**src/rtl/graph_assembly_inst_array.sv**
```systemverilog
// Multi-channel gather: one small FIFO per input channel feeding a round-robin
// arbiter that fills a single registered output slot with valid/ready handshake.

module graph_assembly_fifo #(
  parameter int WIDTH = 4,
  parameter int DEPTH = 2
) (
  input  logic             clk,
  input  logic             rst_n,
  input  logic             push,
  input  logic             pop,
  input  logic [WIDTH-1:0] wdata,
  output logic [WIDTH-1:0] rdata,
  output logic             full,
  output logic             empty
);
  localparam int AW = (DEPTH > 1) ? $clog2(DEPTH) : 1;

  logic [WIDTH-1:0] mem [DEPTH];
  logic [AW-1:0]    wptr, rptr;
  logic [AW:0]      cnt;
  logic             do_push, do_pop;

  assign full    = (cnt == (AW+1)'(DEPTH));
  assign empty   = (cnt == '0);
  assign do_push = push & ~full;
  assign do_pop  = pop & ~empty;
  assign rdata   = mem[rptr];

  // Power-of-two depth lets the pointers wrap naturally.
  always_ff @(posedge clk or negedge rst_n) begin
    if (!rst_n) begin
      wptr <= '0;
      rptr <= '0;
      cnt  <= '0;
      for (int i = 0; i < DEPTH; i++) mem[i] <= '0;
    end else begin
      if (do_push) begin
        mem[wptr] <= wdata;
        wptr      <= wptr + AW'(1);
      end
      if (do_pop) rptr <= rptr + AW'(1);
      if (do_push && !do_pop)      cnt <= cnt + (AW+1)'(1);
      else if (do_pop && !do_push) cnt <= cnt - (AW+1)'(1);
    end
  end
endmodule

module graph_assembly_inst_array #(
  parameter int WIDTH    = 4,
  parameter int CHANNELS = 3,
  parameter int DEPTH    = 2,
  parameter int CW       = (CHANNELS > 1) ? $clog2(CHANNELS) : 1
) (
  input  logic                      clk,
  input  logic                      rst_n,
  input  logic [CHANNELS-1:0]       in_valid,
  output logic [CHANNELS-1:0]       in_ready,
  input  logic [CHANNELS*WIDTH-1:0] in_data,
  output logic                      out_valid,
  input  logic                      out_ready,
  output logic [WIDTH-1:0]          out_data,
  output logic [CW-1:0]             out_chan,
  output logic [15:0]               out_count
);
  typedef struct packed {
    logic [CW-1:0]    chan;
    logic [WIDTH-1:0] data;
  } out_word_t;

  logic [CHANNELS-1:0][WIDTH-1:0] rdata;
  logic [CHANNELS-1:0]            full, empty, push, pop;
  logic [CW-1:0]                  rr, grant, cand;
  logic                           any, load;
  out_word_t                      out_q;
  logic                           out_vld;
  logic [15:0]                    cnt_q;

  genvar c;
  generate
    for (c = 0; c < CHANNELS; c++) begin : g_ch
      // Ready comes from registered occupancy only; held low while in reset.
      assign in_ready[c] = rst_n & ~full[c];
      assign push[c]     = in_valid[c] & in_ready[c];

      graph_assembly_fifo #(.WIDTH(WIDTH), .DEPTH(DEPTH)) u_fifo (
        .clk   (clk),
        .rst_n (rst_n),
        .push  (push[c]),
        .pop   (pop[c]),
        .wdata (in_data[c*WIDTH +: WIDTH]),
        .rdata (rdata[c]),
        .full  (full[c]),
        .empty (empty[c])
      );
    end
  endgenerate

  // Round-robin search starting at rr; first non-empty channel wins.
  always_comb begin
    grant = '0;
    cand  = '0;
    any   = 1'b0;
    for (int i = 0; i < CHANNELS; i++) begin
      cand = CW'((int'(rr) + i) % CHANNELS);
      if (!any && !empty[cand]) begin
        any   = 1'b1;
        grant = cand;
      end
    end
  end

  assign load = (!out_vld || out_ready) && any;

  always_comb begin
    pop = '0;
    if (load) pop[grant] = 1'b1;
  end

  always_ff @(posedge clk or negedge rst_n) begin
    if (!rst_n) begin
      rr      <= '0;
      out_vld <= 1'b0;
      out_q   <= '0;
      cnt_q   <= '0;
    end else begin
      if (load) begin
        out_vld    <= 1'b1;
        out_q.data <= rdata[grant];
        out_q.chan <= grant;
        rr         <= (grant == CW'(CHANNELS-1)) ? '0 : grant + CW'(1);
      end else if (out_ready) begin
        out_vld <= 1'b0;
      end
      if (out_vld && out_ready) cnt_q <= cnt_q + 16'd1;
    end
  end

  assign out_valid = out_vld;
  assign out_data  = out_q.data;
  assign out_chan  = out_q.chan;
  assign out_count = cnt_q;
endmodule

```
**config.mk**
```make
export PLATFORM = sky130hd
export DESIGN_NAME = graph_assembly_inst_array
export DESIGN_NICKNAME = d
export VERILOG_FILES = /design/src/rtl/graph_assembly_inst_array.sv
export SDC_FILE = /design/constraint.sdc
export NUM_CORES = 1
export LEC_CHECK = 0
export CAP_MARGIN = 30
export CELL_PAD_IN_SITES_DETAIL_PLACEMENT = 0
export CELL_PAD_IN_SITES_GLOBAL_PLACEMENT = 1
export CORE_MARGIN = 2
export CORE_UTILIZATION = 37
export CTS_CLUSTER_SIZE = 20
export DETAILED_ROUTE_END_ITERATION = 8
export GPL_ROUTABILITY_DRIVEN = 0
export PLACE_DENSITY = 0.73
export SETUP_SLACK_MARGIN = 0.15
export SKIP_LAST_GASP = 1
export SLEW_MARGIN = 15
export SYNTH_ARGS = -nofsm -noshare
export SYNTH_HDL_FRONTEND = slang
export SYNTH_HIERARCHICAL = 1
export SYNTH_SLANG_ARGS = --single-unit
```
**constraint.sdc**
```tcl
create_clock -name clk -period 3.4 [get_ports clk]
set_input_delay 0.34 -clock clk [delete_from_list [all_inputs] [get_ports clk]]
set_output_delay 0.34 -clock clk [all_outputs]
set_load 0.05 [all_outputs]
```
==> Word-level counts from Yosys, hierarchy flattened <==
Cells that the tools add are included.
{ "word_totals": {"reg_bits": 61, "word_cells": 157, "output_inout_bits": 26} }
{ "op_classes": {"eq_ne": 4, "div_mod_pow": 3, "add_sub_neg": 16, "n_reduce_logical": 32, "n_lt_le_gt_ge": 14, "bitwise_logic": 24, "muxes": 44} }
{ "op_table": {"columns": ["cell", "count"], "rows": [
  ["remainder unit 32 x 3 -> 32 bit, second input constant", 2],
  ["two-way mux 4 bit", 13],
  ["remainder unit 3 x 3 -> 32 bit, second input constant", 1],
  ["bitwise mux 8 bit", 3],
  ["two-way mux 2 bit", 10],
  ["adder 16 x 1 -> 16 bit, second input constant", 1],
  ["logical AND 1 bit", 14],
  ["AND 1 bit", 12],
  ["demux 4 bit (select 1 bit)", 3],
  ["greater-or-equal comparator 2 bit, second input constant", 6],
  ["less-than comparator 2 x 3 -> 1 bit, second input constant", 4],
  ["NOT 1 -> 2 bit", 6],
  ["zero test 1 bit", 10],
  ["two-way mux 1 bit", 9],
  ["adder 2 x 1 -> 2 bit, second input constant", 4],
  ["binary-select mux 4 bit (select 2 bit)", 1],
  ["equality test 2 bit, second input constant", 4],
  ["nonzero test 2 bit", 4],
  ["adder 1 bit, second input constant", 6],
  ["binary-select mux 1 bit (select 2 bit)", 3],
  ["zero test 2 bit", 3],
  ["less-than comparator 2 x 1 -> 1 bit, second input constant", 3],
  ["NOT 1 bit", 6],
  ["subtractor 2 x 1 -> 2 bit, second input constant", 3],
  ["6 further kinds", 6]
]} }

==> Longest topological paths before layout <==
{ "depth": {"word_depth": 19, "depth_mapped": 13} }

==> Modules after synthesis <==
The synthesis kept the hierarchy.
{ "modules_own_cells": {"columns": ["mod", "cells_per_inst", "area_each_um2", "n_inst", "seq_area_each_um2"], "rows": [
  ["graph_assembly_fifo", 39, 559.3, 3, 300.3],
  ["graph_assembly_inst_array", 136, 1465.2, 1, 625.6]
]} }

==> Worst setup path before layout <==
No wires, ideal clock.
{ "synth_path": {"path_type": "register -> register", "from": "register rr[0]", "to": "register g_ch[2].u_fifo.cnt[1]", "setup_time_ps": 79, "arrival_ps": 2614, "slack_ps": 707, "path_stages_with_launch": 13, "path_cell_list": "dfrtp_1 -> inv_1 -> ha_1 -> mux2_4 -> mux2_2 -> o32ai_1 -> a2bb2oi_2 -> nor3_4 -> o21ai_0 -> ha_1 -> xor2_1 -> nor2_1 -> xor2_1"} }
{ "synth_between": {"elab_chain_len": 19, "elab_cells_between_ends": 35} }
{ "synth_lines": {"columns": ["element", "line_no", "text"], "rows": [
  ["start: declaration", "73", "logic [CW-1:0] rr, grant, cand;"],
  ["start signal: assignment", "131", "rr <= (grant == CW'(CHANNELS-1)) ? '0 : grant + CW'(1);"],
  ["adder 2 x 1 -> 3 bit", "105", "cand = CW'((int'(rr) + i) % CHANNELS);"],
  ["remainder unit 32 x 3 -> 32 bit", "105", null],
  ["binary-select mux 1 bit (select 2 bit)", "106", "if (!any && !empty[cand]) begin"],
  ["two-way mux 1 bit (not written as such)", "106", null],
  ["zero test 1 bit", "106", null],
  ["logical AND 1 bit", "106", null],
  ["two-way mux 1 bit", "106", null],
  ["zero test 1 bit", "106", null],
  ["[... 4 more ...]", null, null],
  ["two-way mux 1 bit (not written as such)", "117", "if (load) pop[grant] = 1'b1;"],
  ["demux 1 bit (select 2 bit)", "117", null],
  ["two-way mux 3 bit *", "117", null],
  ["via pop[2]", "72", "logic [CHANNELS-1:0] full, empty, push, pop;"],
  ["AND 1 bit *", "27", "assign do_pop = pop & ~empty;"],
  ["zero test 1 bit", "43", "if (do_push && !do_pop) cnt <= cnt + (AW+1)'(1);"],
  ["logical AND 1 bit", "43", null],
  ["two-way mux 2 bit / nonzero test 2 bit (equally long branches)", null, null],
  ["end signal: assignment", "43", null],
  ["end signal: assignment", "44", "else if (do_pop && !do_push) cnt <= cnt - (AW+1)'(1);"],
  ["end: declaration", "21", "logic [AW:0] cnt;"]
]} }
The timed path passes the listed nets; every way through them passes the cells marked *. The select of a mux whose other input is x is not followed.
A chain may end at the register's enable or synchronous reset.

==> Final worst setup path <==
Same ends and word-level chain as after synthesis.

==> results.py <==
metrics = {
    "outcome": {
        "outcome": "finished clean",
    },
    "die": {
        "dieArea_sq_um": 9250,
        "io_pins": 44,
        "start_util_pct": 38.3,
        "rows": 33,
        "die_w_um": 96.2,
        "die_y_um": 96.2,
        "core-area_sq_um": 8220,
    },
    "critical_path": {
        "timing.rr.start": "rr[0]",
        "critical-path-slowest-cell": "dfrtp_1",
        "regToRegSetupSlack_ns": 0.41,
        "cp_max_fo": 7,
        "worst_setup_path_start_kind": "register",
        "r2r_end": "g_ch[2].u_fifo/cnt[1]",
        "worst_path_most_repeated_cell": "ha_1",
        "critPathCaptureType": "register",
        "r2r_cells": 11,
        "critPathArrivalTime_ns": 3.25,
        "critical_path_class": "register to register",
        "crit_chain": "inv_1 -> ha_1 -> mux2_4 -> mux2_2 -> o32ai_1 -> a2bb2oi_2 -> nor3_4 -> o21ai_0 -> ha_1 -> nor2_1 -> xor2_1",
        "cp.required_ns": 3.66,
        "cpPeakStageDelay_ns": 0.41,
    },
    "synth": {
        "synth_top_flop_cell": "dfrtp_1",
        "synth_top_family_by_area": "multiplexers",
        "synth_cell_types": 43,
        "syn_nets": 279,
        "synth.avg_cell_area_sq_um": 12.4,
        "synth-compound-area-share_pct": 6.61,
        "synth_top_area_share_pct": 48.6,
        "synth-xor-area-share_pct": 8.36,
        "synth_most_common_cell": "dfrtp_1",
        "netlist.top_cell.by_area": "dfrtp_1",
        "synth_area_leaders": "dfrtp_1, mux2_2, xnor2_1",
        "syn_area_sq_um": 3140,
        "yosys.area_share.simple_pct": 13.7,
        "synth_commonest_cells": "dfrtp_1, mux2_2, nor2_1, xnor2_1, xor2_1",
        "synth_async_sr_flop_share_pct": 100,
        "synth-edff-count": 0,
        "synthAdderAreaFrac_pct": 3.18,
        "yosysWarningCount": 6,
        "muxShareOfSynthArea_pct": 17.6,
        "synth_seq_cells": 61,
        "synthCells": 253,
        "yosysSeqAreaShare_pct": 48.6,
    },
    "sta": {
        "grt_setup_unrepaired": "no",
        "max_slew_margin_pct": 62.6,
        "worst_pin_slew_ns": 0.560,
        "max_freq_ghz": 0.335,
        "final_max_slew_viol_count": 0,
        "period_needed_ns": 2.99,
        "fin_worst_skew_ns": 0.00947,
        "finalSetupTns_ns": 0,
        "fin_crit_sh_pct": 87.8,
        "finalSetupViolations": 0,
        "setup_slack_ns": 0.414,
        "whs_ns": 0.390,
        "final_hold_viol_count": 0,
    },
    "route": {
        "wirelength_mm": 6.12,
        "drc_errors": 0,
        "routed_via_density": 4.95,
        "drt-initial-drc-count": 126,
        "via_count": 2054,
        "final_antenna_net_count": 0,
        "wl_per_cell_um": 14.7,
        "drt_pass1_iterations": 4,
    },
    "placed_design": {
        "port_buffers": 43,
        "preCtsSetupSlack_ns": 0.408,
        "dpl.hpwl_mm": 4.49,
    },
    "finish": {
        "fin_nets": 331,
        "postLayoutCoreUtil_pct": 46.9,
        "num_antenna_cells": 0,
        "drive_above_1_share_pct": 24.5,
        "areaGrowthSynthToFinish_pct": 22.6,
    },
    "grt": {
        "grt.busiest_layer": "met1",
        "grt_overflow_total": 0,
        "grt_pass1_vias": 2140,
        "met2_usage_pct": 21.9,
        "grt_max_degree": 37,
        "grt_use_met3_pct": 3.05,
        "grtUsageTotal_pct": 15.2,
        "met1_usage_pct": 22.1,
        "grt_first_pass_wirelength_mm": 10.6,
        "antenna_found_initial": 0,
    },
    "clock_tree": {
        "clk_latency_ns": 0.33,
        "clock-root-buffer": "clkbuf_8",
        "cts.sinks": 61,
        "path_clk_slew_ns": 0.07,
        "clockBufferDepth": 2,
        "cts_tree": "built",
        "post_cts_buffers": 0,
        "cts_buffers": 9,
        "htreeDepth": 3,
    },
    "power_and_ir_drop": {
        "leakagePower_nw": 1.68,
        "p_per_area_nw_per_um2": 981,
        "vdd_drop_max_uv": 365,
    },
    "job": {
        "cap_viol_max_count": 0,
    },
    "worst_hold_path": {
        "hp-class": "primary input to async pin",
    },
}
-- cell families after synthesis --
group	Yosys count
simple gates	68
xor+xnor	30
flops	61
buf+inv	14
mux	48
compound gates	24
fa+ha+maj	8
-- power by group --
| group | internal (W) | switching, W |
|---|---|---|
| clock network | 0.000263 | 0.000260 |
| logic | 0.000925 | 0.00102 |
| registers | 0.00104 | 0.000274 |
-- layout by cell type, fill, tap and decap left out, types with 6 or more instances in the layout --
cell type	Yosys	layout
o21ai_0	6	6
xor2_1	15	15
mux2_2	39	39
xnor2_1	15	15
clkdlybuf4s50_1	0	42
dfrtp_1	61	61
clkbuf_8	0	9
nand2_1	10	10
nor2_1	18	18
and3_1	6	6
ha_1	8	8
-- routing by layer --
metal,routed length (um),vias up,share of wire (%)
met5,0,-,0
met1,3050,1016,50
met2,2750,40,45
li1,-,990,-
met3,210,8,3.4
met4,101,0,1.7
-- how the worst max path moves through the flow --
| stage | cells after the start | slack, ns | from | end |
|---|---|---|---|---|
| final | 11 | 0.41 | rr[0] | g_ch[2].u_fifo/cnt[1] |
| after global routing | 12 | 0.17 | rr[0] | g_ch[1].u_fifo/cnt[1] |
| after CTS | 11 | 0.39 | rr[0] | g_ch[1].u_fifo/cnt[1] |
| after detailed placement | 12 | 0.41 | rr[0] | g_ch[1].u_fifo/cnt[1] |
| after global placement | 11 | 0.45 | rr[0] | g_ch[2].u_fifo/cnt[1] |
| after floorplan | 12 | 0.71 | rr[0] | g_ch[2].u_fifo/cnt[1] |
-- worst max-delay path: cells and delay by family (launching register included) --
kind	cells	cell delay, ns
compound gates	3	0.63
simple gates	2	0.37
fa+ha+maj	2	0.66
buf+inv	1	0.09
mux	2	0.60
flops	1	0.41
xor+xnor	1	0.14
-- final cells by class --
| class | instances | area, sq um |
|---|---|---|
| Clock buffer | 14 | 143 |
| Clock inverter | 2 | 10.0 |
| Fill cell | 741 | 4360 |
| Inverter | 8 | 30.0 |
| Multi-Input combinational cell | 178 | 1560 |
| Sequential cell | 61 | 1530 |
| Tap cell | 105 | 131 |
| Timing Repair Buffer | 47 | 458 |
-- through the flow --
step / total power, W / std cells / instance area (sq um)
2_1_floorplan: 0.00277 / 253 / 3140
3_3_place_gp: 0.00323 / 398 / 3690
3_5_place_dp: 0.00326 / 398 / 3690
4_1_cts: 0.00381 / 415 / 3850
5_1_grt: 0.00408 / 415 / 3850
6_report: 0.00378 / 415 / 3850
-- flip-flops by register name, summed over array words and instances (netlist names) --
name / flops
g_ch.u_fifo/cnt: 6
out_valid: 1
out_chan: 2
out_count: 16
g_ch.u_fifo/rptr: 3
rr: 2
out_data: 4
g_ch.u_fifo/mem: 24
g_ch.u_fifo/wptr: 3
-- repair_timing --
action	4_1_cts	5_1_grt
gates resized for setup	0	1
endpoints found under the hold margin	2	0
endpoints found under the setup margin	0	2
hold buffers	1	0
No activity file was read; power rests on OpenSTA's default activity.
